<file path="src/rtl/segway_math_pipe.sv">
// Segway motor-speed math: soft-start scaling, steering mix, deadzone shaping,
// saturation/slew and over-speed detection in a 3-stage valid-qualified pipeline.
module segway_math_pipe #(
    parameter int DW          = 12,
    parameter int SS_W        = 8,
    parameter int MIN_DUTY    = 'h0A8,
    parameter int LOW_BAND    = 'h2A,
    parameter int GAIN_MULT   = 4,
    parameter int SLEW_STEP   = 0,
    parameter int FAST_THRESH = 1536,
    parameter int FAST_CNT    = 4
) (
    input  logic                 clk,
    input  logic                 rst,
    input  logic                 vld_in,
    input  logic [DW-1:0]        PID_cntrl,
    input  logic [DW-1:0]        steer_pot,
    input  logic                 en_steer,
    input  logic                 pwr_up,
    output logic signed [DW-1:0] lft_spd,
    output logic signed [DW-1:0] rght_spd,
    output logic                 vld_out,
    output logic                 too_fast,
    output logic                 ss_done
);
    // Shaped torque keeps two guard bits so the deadzone offset cannot wrap before the clamp.
    localparam int TW  = DW + 2;
    localparam int DW1 = DW + 1;
    localparam int PW  = DW + SS_W + 1;
    localparam int CW  = (FAST_CNT < 1) ? 1 : $clog2(FAST_CNT + 1);

    localparam logic [DW-1:0]         CLIP_LO  = DW'(1 << (DW - 3));
    localparam logic [DW-1:0]         CLIP_HI  = DW'(7 << (DW - 3));
    localparam logic [DW-1:0]         POT_MID  = DW'((1 << (DW - 1)) - 1);
    localparam logic [DW1-1:0]        BAND_W   = DW1'(LOW_BAND);
    localparam logic signed [TW-1:0]  DUTY_W   = TW'(MIN_DUTY);
    localparam logic signed [TW-1:0]  GAIN_W   = TW'(GAIN_MULT);
    localparam logic signed [TW-1:0]  SAT_HI   = TW'((1 << (DW - 1)) - 1);
    localparam logic signed [TW-1:0]  SAT_LO   = TW'(-(1 << (DW - 1)));
    localparam logic signed [DW1-1:0] STEP_W   = DW1'(SLEW_STEP);
    localparam logic signed [31:0]    THRESH_W = 32'(FAST_THRESH);
    localparam logic [CW-1:0]         CNT_MAX  = CW'(FAST_CNT);

    logic [SS_W-1:0]       ss_tmr_q, ss_tmr_d;
    logic [3:1]            vld_pipe_q, vld_pipe_d;
    logic signed [DW-1:0]  s1_pid_q, s1_pid_d, s1_steer_q, s1_steer_d;
    logic                  s1_en_q, s1_en_d, s1_pwr_q, s1_pwr_d;
    logic signed [TW-1:0]  s2_lft_q, s2_lft_d, s2_rght_q, s2_rght_d;
    logic                  s2_pwr_q, s2_pwr_d;
    logic signed [DW-1:0]  lft_spd_q, lft_spd_d, rght_spd_q, rght_spd_d;
    logic [CW-1:0]         spd_cnt_q, spd_cnt_d;

    logic signed [PW-1:0]  prod;
    logic [DW-1:0]         pot_clip;
    logic signed [DW-1:0]  steer_s;
    logic signed [DW1-1:0] pid_x, steer_x, lft_t, rght_t;
    logic signed [DW-1:0]  lft_tgt, rght_tgt;

    function automatic logic signed [TW-1:0] shape(input logic signed [DW1-1:0] t);
        logic signed [TW-1:0] tx;
        logic [DW1-1:0]       mag;
        tx  = {t[DW1-1], t};
        mag = t[DW1-1] ? $unsigned(-t) : $unsigned(t);
        if (mag > BAND_W) shape = t[DW1-1] ? tx - DUTY_W : tx + DUTY_W;
        else              shape = tx * GAIN_W;
    endfunction

    function automatic logic signed [DW-1:0] clamp(input logic signed [TW-1:0] x);
        logic signed [TW-1:0] c;
        c = x;
        if (x > SAT_HI)      c = SAT_HI;
        else if (x < SAT_LO) c = SAT_LO;
        clamp = c[DW-1:0];
    endfunction

    function automatic logic signed [DW-1:0] slew(input logic signed [DW-1:0] cur,
                                                  input logic signed [DW-1:0] tgt);
        logic signed [DW1-1:0] cur_x, tgt_x, diff, nxt;
        cur_x = {cur[DW-1], cur};
        tgt_x = {tgt[DW-1], tgt};
        diff  = tgt_x - cur_x;
        nxt   = tgt_x;
        if (diff > STEP_W)       nxt = cur_x + STEP_W;
        else if (diff < -STEP_W) nxt = cur_x - STEP_W;
        slew = nxt[DW-1:0];
    endfunction

    // Soft-start timer and stage 1: scale PID by the pre-increment timer, form steering term.
    always_comb begin
        ss_tmr_d = ss_tmr_q;
        if (!pwr_up)                 ss_tmr_d = '0;
        else if (vld_in && !ss_done) ss_tmr_d = ss_tmr_q + SS_W'(1);

        prod     = PW'($signed(PID_cntrl)) * PW'($signed({1'b0, ss_tmr_q}));
        pot_clip = steer_pot;
        if (steer_pot < CLIP_LO)      pot_clip = CLIP_LO;
        else if (steer_pot > CLIP_HI) pot_clip = CLIP_HI;
        steer_s  = $signed(pot_clip - POT_MID);

        vld_pipe_d = {vld_pipe_q[2:1], vld_in};
        s1_pid_d   = s1_pid_q;
        s1_steer_d = s1_steer_q;
        s1_en_d    = s1_en_q;
        s1_pwr_d   = s1_pwr_q;
        if (vld_in) begin
            s1_pid_d   = prod[DW+SS_W-1:SS_W];
            s1_steer_d = (steer_s >>> 3) + (steer_s >>> 4);
            s1_en_d    = en_steer;
            s1_pwr_d   = pwr_up;
        end
    end

    // Stage 2: steering mix and deadzone shaping.
    always_comb begin
        pid_x   = {s1_pid_q[DW-1], s1_pid_q};
        steer_x = {s1_steer_q[DW-1], s1_steer_q};
        lft_t   = s1_en_q ? pid_x + steer_x : pid_x;
        rght_t  = s1_en_q ? pid_x - steer_x : pid_x;

        s2_lft_d  = s2_lft_q;
        s2_rght_d = s2_rght_q;
        s2_pwr_d  = s2_pwr_q;
        if (vld_pipe_q[1]) begin
            s2_lft_d  = s1_pwr_q ? shape(lft_t)  : '0;
            s2_rght_d = s1_pwr_q ? shape(rght_t) : '0;
            s2_pwr_d  = s1_pwr_q;
        end
    end

    // Stage 3: clamp, optional slew, and over-speed tracking on the new outputs.
    always_comb begin
        lft_tgt    = clamp(s2_lft_q);
        rght_tgt   = clamp(s2_rght_q);
        lft_spd_d  = lft_spd_q;
        rght_spd_d = rght_spd_q;
        spd_cnt_d  = spd_cnt_q;
        if (vld_pipe_q[2]) begin
            if (!s2_pwr_q) begin
                lft_spd_d  = '0;
                rght_spd_d = '0;
            end else if (SLEW_STEP == 0) begin
                lft_spd_d  = lft_tgt;
                rght_spd_d = rght_tgt;
            end else begin
                lft_spd_d  = slew(lft_spd_q, lft_tgt);
                rght_spd_d = slew(rght_spd_q, rght_tgt);
            end
            if (32'(lft_spd_d) > THRESH_W || 32'(rght_spd_d) > THRESH_W)
                spd_cnt_d = (spd_cnt_q >= CNT_MAX) ? CNT_MAX : spd_cnt_q + CW'(1);
            else
                spd_cnt_d = '0;
        end
    end

    always_ff @(posedge clk) begin
        if (rst) begin
            ss_tmr_q   <= '0;
            vld_pipe_q <= '0;
            s1_pid_q   <= '0;
            s1_steer_q <= '0;
            s1_en_q    <= 1'b0;
            s1_pwr_q   <= 1'b0;
            s2_lft_q   <= '0;
            s2_rght_q  <= '0;
            s2_pwr_q   <= 1'b0;
            lft_spd_q  <= '0;
            rght_spd_q <= '0;
            spd_cnt_q  <= '0;
        end else begin
            ss_tmr_q   <= ss_tmr_d;
            vld_pipe_q <= vld_pipe_d;
            s1_pid_q   <= s1_pid_d;
            s1_steer_q <= s1_steer_d;
            s1_en_q    <= s1_en_d;
            s1_pwr_q   <= s1_pwr_d;
            s2_lft_q   <= s2_lft_d;
            s2_rght_q  <= s2_rght_d;
            s2_pwr_q   <= s2_pwr_d;
            lft_spd_q  <= lft_spd_d;
            rght_spd_q <= rght_spd_d;
            spd_cnt_q  <= spd_cnt_d;
        end
    end

    assign lft_spd  = lft_spd_q;
    assign rght_spd = rght_spd_q;
    assign vld_out  = vld_pipe_q[3];
    assign too_fast = (spd_cnt_q >= CNT_MAX);
    assign ss_done  = &ss_tmr_q;

endmodule
</file>
<file path="config.mk">
export PLATFORM = sky130hd
export DESIGN_NAME = segway_math_pipe
export DESIGN_NICKNAME = d
export VERILOG_FILES = /design/src/rtl/segway_math_pipe.sv
export SDC_FILE = /design/constraint.sdc
export NUM_CORES = 1
export LEC_CHECK = 0
export ABC_AREA = 1
export CAP_MARGIN = 10
export CORE_MARGIN = 2
export CORE_UTILIZATION = 65
export DETAILED_ROUTE_END_ITERATION = 8
export PLACE_DENSITY = 0.85
export SYNTH_ARGS = -nofsm -noshare
export SYNTH_HDL_FRONTEND = slang
export SYNTH_SLANG_ARGS = --single-unit
</file>
<file path="constraint.sdc">
create_clock -name clk -period 8.78 [get_ports clk]
set_input_delay 2.634 -clock clk [delete_from_list [all_inputs] [get_ports clk]]
set_output_delay 2.634 -clock clk [all_outputs]
set_load 0.01 [all_outputs]
</file>
==> results.sh <==
export IMPL_outcome="finished, final reports clean"
export IMPL_netlist_area_leader_share_pct=16.69
export IMPL_viasPerCell=5.377
export IMPL_hold_ws_ns=0.4629
export IMPL_setup_viol=0
export IMPL_gr_total_overflow=0
export IMPL_worstPathCellList="clkdlybuf4s50_1 > nand2_1 > fa_1 > inv_1 > fa_1 > inv_1 > fa_1 > inv_1 > fa_1 > ha_1 > nand2_1 > o21ai_0 > a21oi_1 > nand2_1 > nand2_1 > a21oi_1 > nand4_1 > nand3_1 > nand2_1 > o221a_2"
export IMPL_grt_pass1_wl_mm=42.89
export IMPL_cp_slowest_stage_delay_ns=0.64
export IMPL_final_nets=1830
export IMPL_reg2reg_from="ss_tmr_q[0]"
export IMPL_root_buffer="clkbuf_16"
export IMPL_critPathTopFamily="adder cells"
export IMPL_fin_crit_ns=7.219
export IMPL_avgRoutedWirePerCell_microns=13.35
export IMPL_finalClockSkew_ns=0.005851
export IMPL_hpwl_mm=20.07
export IMPL_criticalPathCategory="primary input to flip-flop"
export IMPL_ff2ff_setup_slack_ns=3.69
export IMPL_yosys_warnings=0
export IMPL_yosysSeqAreaShare_pct=16.69
export IMPL_crit_arrival_ns=7.46
export IMPL_rsz0062_at_grt="no"
export IMPL_die_h_microns=133.6
export IMPL_route_detailed_drc=0
export IMPL_r2r_end="s1_pid_q[11]"
export IMPL_first_pass_iters=5
export IMPL_p_comb_share_pct=37.9
export IMPL_critPathBufInv=4
export IMPL_required_ns=9.02
export IMPL_hold_path_depth=2
export IMPL_place_congestion=0.9195
export IMPL_drt_initial_drc_count=636
export IMPL_design_core_area_sq_mm=0.01652
export IMPL_cts_tree="done"
export IMPL_internal_power_mw=0.8094
export IMPL_hold_start="s2_rght_q[11]"
export IMPL_drive_above_1_share_pct=6.402
export IMPL_drt_antenna_violating_nets=0
export IMPL_synth_edff_count=0
export IMPL_power_frac_clock_pct=29.3
export IMPL_fmax_ghz=0.1385
export IMPL_period_share_pct=82.22
export IMPL_finalHoldViolCount=0
export IMPL_grt_pass1_vias=9532
export IMPL_netlist_top_cells_area="dfxtp_1 17%, fa_1 15%, nand2_1 14%"
export IMPL_post_cts_buffers=0
export IMPL_grt_antenna_before_repair=0
export IMPL_yosysTopAreaCell="dfxtp_1"
export IMPL_cp_slowest_cell="clkdlybuf4s50_1"
export IMPL_syn_nets=1825
export IMPL_cts_made_buffers=9
export IMPL_area_delta_synth_final_pct=7.464
export IMPL_worst_path_most_repeated_cell="nand2_1"
export IMPL_cts_hold_buf=0
export IMPL_start_util_pct=66.04
export IMPL_clock_latency_ns=0.35
export IMPL_endpoint_kind="flip-flop"
export IMPL_grtUsageTotal_pct=29.20
export IMPL_fp_dieW_microns=133.6
export IMPL_max_slew_worst_pin_slew_ns=1.092
export IMPL_clock_sinks=91
export IMPL_hold_class="flip-flop to flip-flop"
export IMPL_switching_share_pct=40.01
export IMPL_syn_area_sq_mm=0.01091
export IMPL_syn_instance_count=1630
export IMPL_p_sw_mw=0.5398
export IMPL_report_final_slew_viol_count=0
export IMPL_power_mw=1.349
export IMPL_maxCapViolCount=0
export IMPL_h_tree_depth=3
export IMPL_synth_cell_types=50
export IMPL_diodes=0
export IMPL_power_leakage_nw=6.190
export IMPL_start_kind="primary input"
export IMPL_portBuffers=55
export IMPL_dieArea_sq_mm=0.01784
export IMPL_routed_wl_mm=24.83
export IMPL_pin_count=56
export IMPL_via_count=10000
export IMPL_synth_seq_cells=91
export IMPL_synth_area_per_cell_sq_um=6.695
export IMPL_synth_main_ff_cell="dfxtp_1"
export IMPL_power_frac_seq_pct=32.8
export IMPL_setup_tns_ns=0
export IMPL_cts_reportedPaths_clkPinSlew_ns=0.07
export IMPL_slew_headroom_pct=26.76
export IMPL_synth_async_sr_flop_share_pct=0
export IMPL_holdPathEnd="s2_rght_q[11]"
export IMPL_cts_buffer_depth=2
export IMPL_worst_ir_drop_vdd_mv=0.1189
export IMPL_cts_repair_resized=0
export IMPL_fp_row_count=47
export IMPL_path_max_fanout=8
export IMPL_powerDensity_mw_per_mm2=115.0
export IMPL_reg2regPathDepth=19
export IMPL_grt_max_degree=49
[through the flow]
step | area [sq um] | std cells | util (%) | setup slack, ns
2_1_floorplan | 10910 | 1630 | - | 2.108
3_3_place_gp | 11420 | 1844 | 69.11 | 1.398
3_5_place_dp | 11420 | 1844 | 69.11 | 1.234
4_1_cts | 11730 | 1860 | 70.97 | 1.608
5_1_grt | 11730 | 1860 | 70.97 | 1.226
6_report | 11730 | 1860 | 70.97 | 1.561
[power by group through the flow]
| stage | sequential [mW] | combinational [mW] | clock (mW) |
|---|---|---|---|
| floorplan | 0.446 | 0.415 | 0 |
| global placement | 0.451 | 0.490 | 0 |
| detailed placement | 0.452 | 0.503 | 0 |
| CTS | 0.442 | 0.507 | 0.397 |
| global route | 0.444 | 0.579 | 0.413 |
| finish | 0.443 | 0.512 | 0.395 |
[cells in the mapped netlist, types with 4 or more instances]
library cell	instances
nand2_4	4
inv_1	306
nand3b_1	4
and2_1	4
a21oi_2	13
ha_1	86
buf_6	7
nand3_2	10
nor2_2	9
xnor2_1	21
o21ai_0	89
buf_4	8
nand2_1	406
inv_2	13
nand2_2	22
nand4_1	24
o21bai_1	6
nor3_1	9
clkbuf_1	40
nor2_1	86
xor2_1	22
dfxtp_1	91
clkbuf_2	4
nand3_1	120
fa_1	80
o211ai_1	6
a21oi_1	99
[flip-flops by register name, indices dropped and copies added (netlist names)]
register and count:
s2_rght_q 14, vld_pipe_q 3, lft_spd 12, s1_pid_q 12, s2_lft_q 14, rght_spd 12, s2_pwr_q 1, s1_pwr_q 1
s1_en_q 1, s1_steer_q 10, ss_tmr_q 8, spd_cnt_q 3
[cell families after synthesis]
group / synth area share, %
buf+inv: 14.14
compound gates: 11.57
simple gates: 29.61
xor+xnor: 3.451
fa+ha+maj: 24.54
flops: 16.69
[final cells by class]
class,instances,area (sq um)
Clock buffer,9,225.2
Tap cell,220,275.3
Fill cell,1399,4797
Sequential cell,91,1822
Inverter,323,1215
Multi-Input combinational cell,1153,7548
Clock inverter,7,81.33
Timing Repair Buffer,57,560.5
[worst reg2reg max path, cell delays in order (launching register included)]
cell and delay [ns]:
dfxtp_1 0.74, nand2_1 0.23, fa_1 0.59, inv_1 0.06, fa_1 0.50, inv_1 0.05
fa_1 0.48, inv_1 0.06, fa_1 0.48, ha_1 0.37, nand2_1 0.09, nor2_1 0.13
nand3_1 0.11, nand2_1 0.15, nand2_1 0.08, a21oi_1 0.28, nand4_1 0.19, nand3_1 0.11
nand2_1 0.05, o221a_2 0.24
[metal layers]
metal	wire length (microns)	up-vias	GRT usage, %
met1	10950	4582	37.12
met2	11990	285	50.83
li1	-	5096	-
met3	1416	39	5.213
met5	0	-	0
met4	478	0	8.688
[cells in the final DEF (no fill, tap or decap), drive strengths merged, types with 22 or more instances in the layout]
| cell | instances |
|---|---|
| fa | 80 |
| nor2 | 99 |
| o21ai | 93 |
| inv | 322 |
| clkdlybuf4s50 | 54 |
| ha | 86 |
| dfxtp | 91 |
| nand2 | 432 |
| nand4 | 26 |
| nand3 | 132 |
| a21oi | 112 |
| xor2 | 22 |
[how the worst max path moves through the flow]
stage / cells after the start / endpoint / start / slack, ns
2_1_floorplan: 20 / s1_pid_q[11] / PID_cntrl[7] / 2.11
3_5_place_dp: 20 / s1_pid_q[11] / PID_cntrl[11] / 1.23
4_1_cts: 20 / s1_pid_q[11] / PID_cntrl[6] / 1.61
5_1_grt: 20 / s1_pid_q[11] / PID_cntrl[6] / 1.23
6_report: 20 / s1_pid_q[11] / PID_cntrl[6] / 1.56
3_3_place_gp: 20 / s1_pid_q[11] / PID_cntrl[6] / 1.40
(Power assumes the default switching activity.)
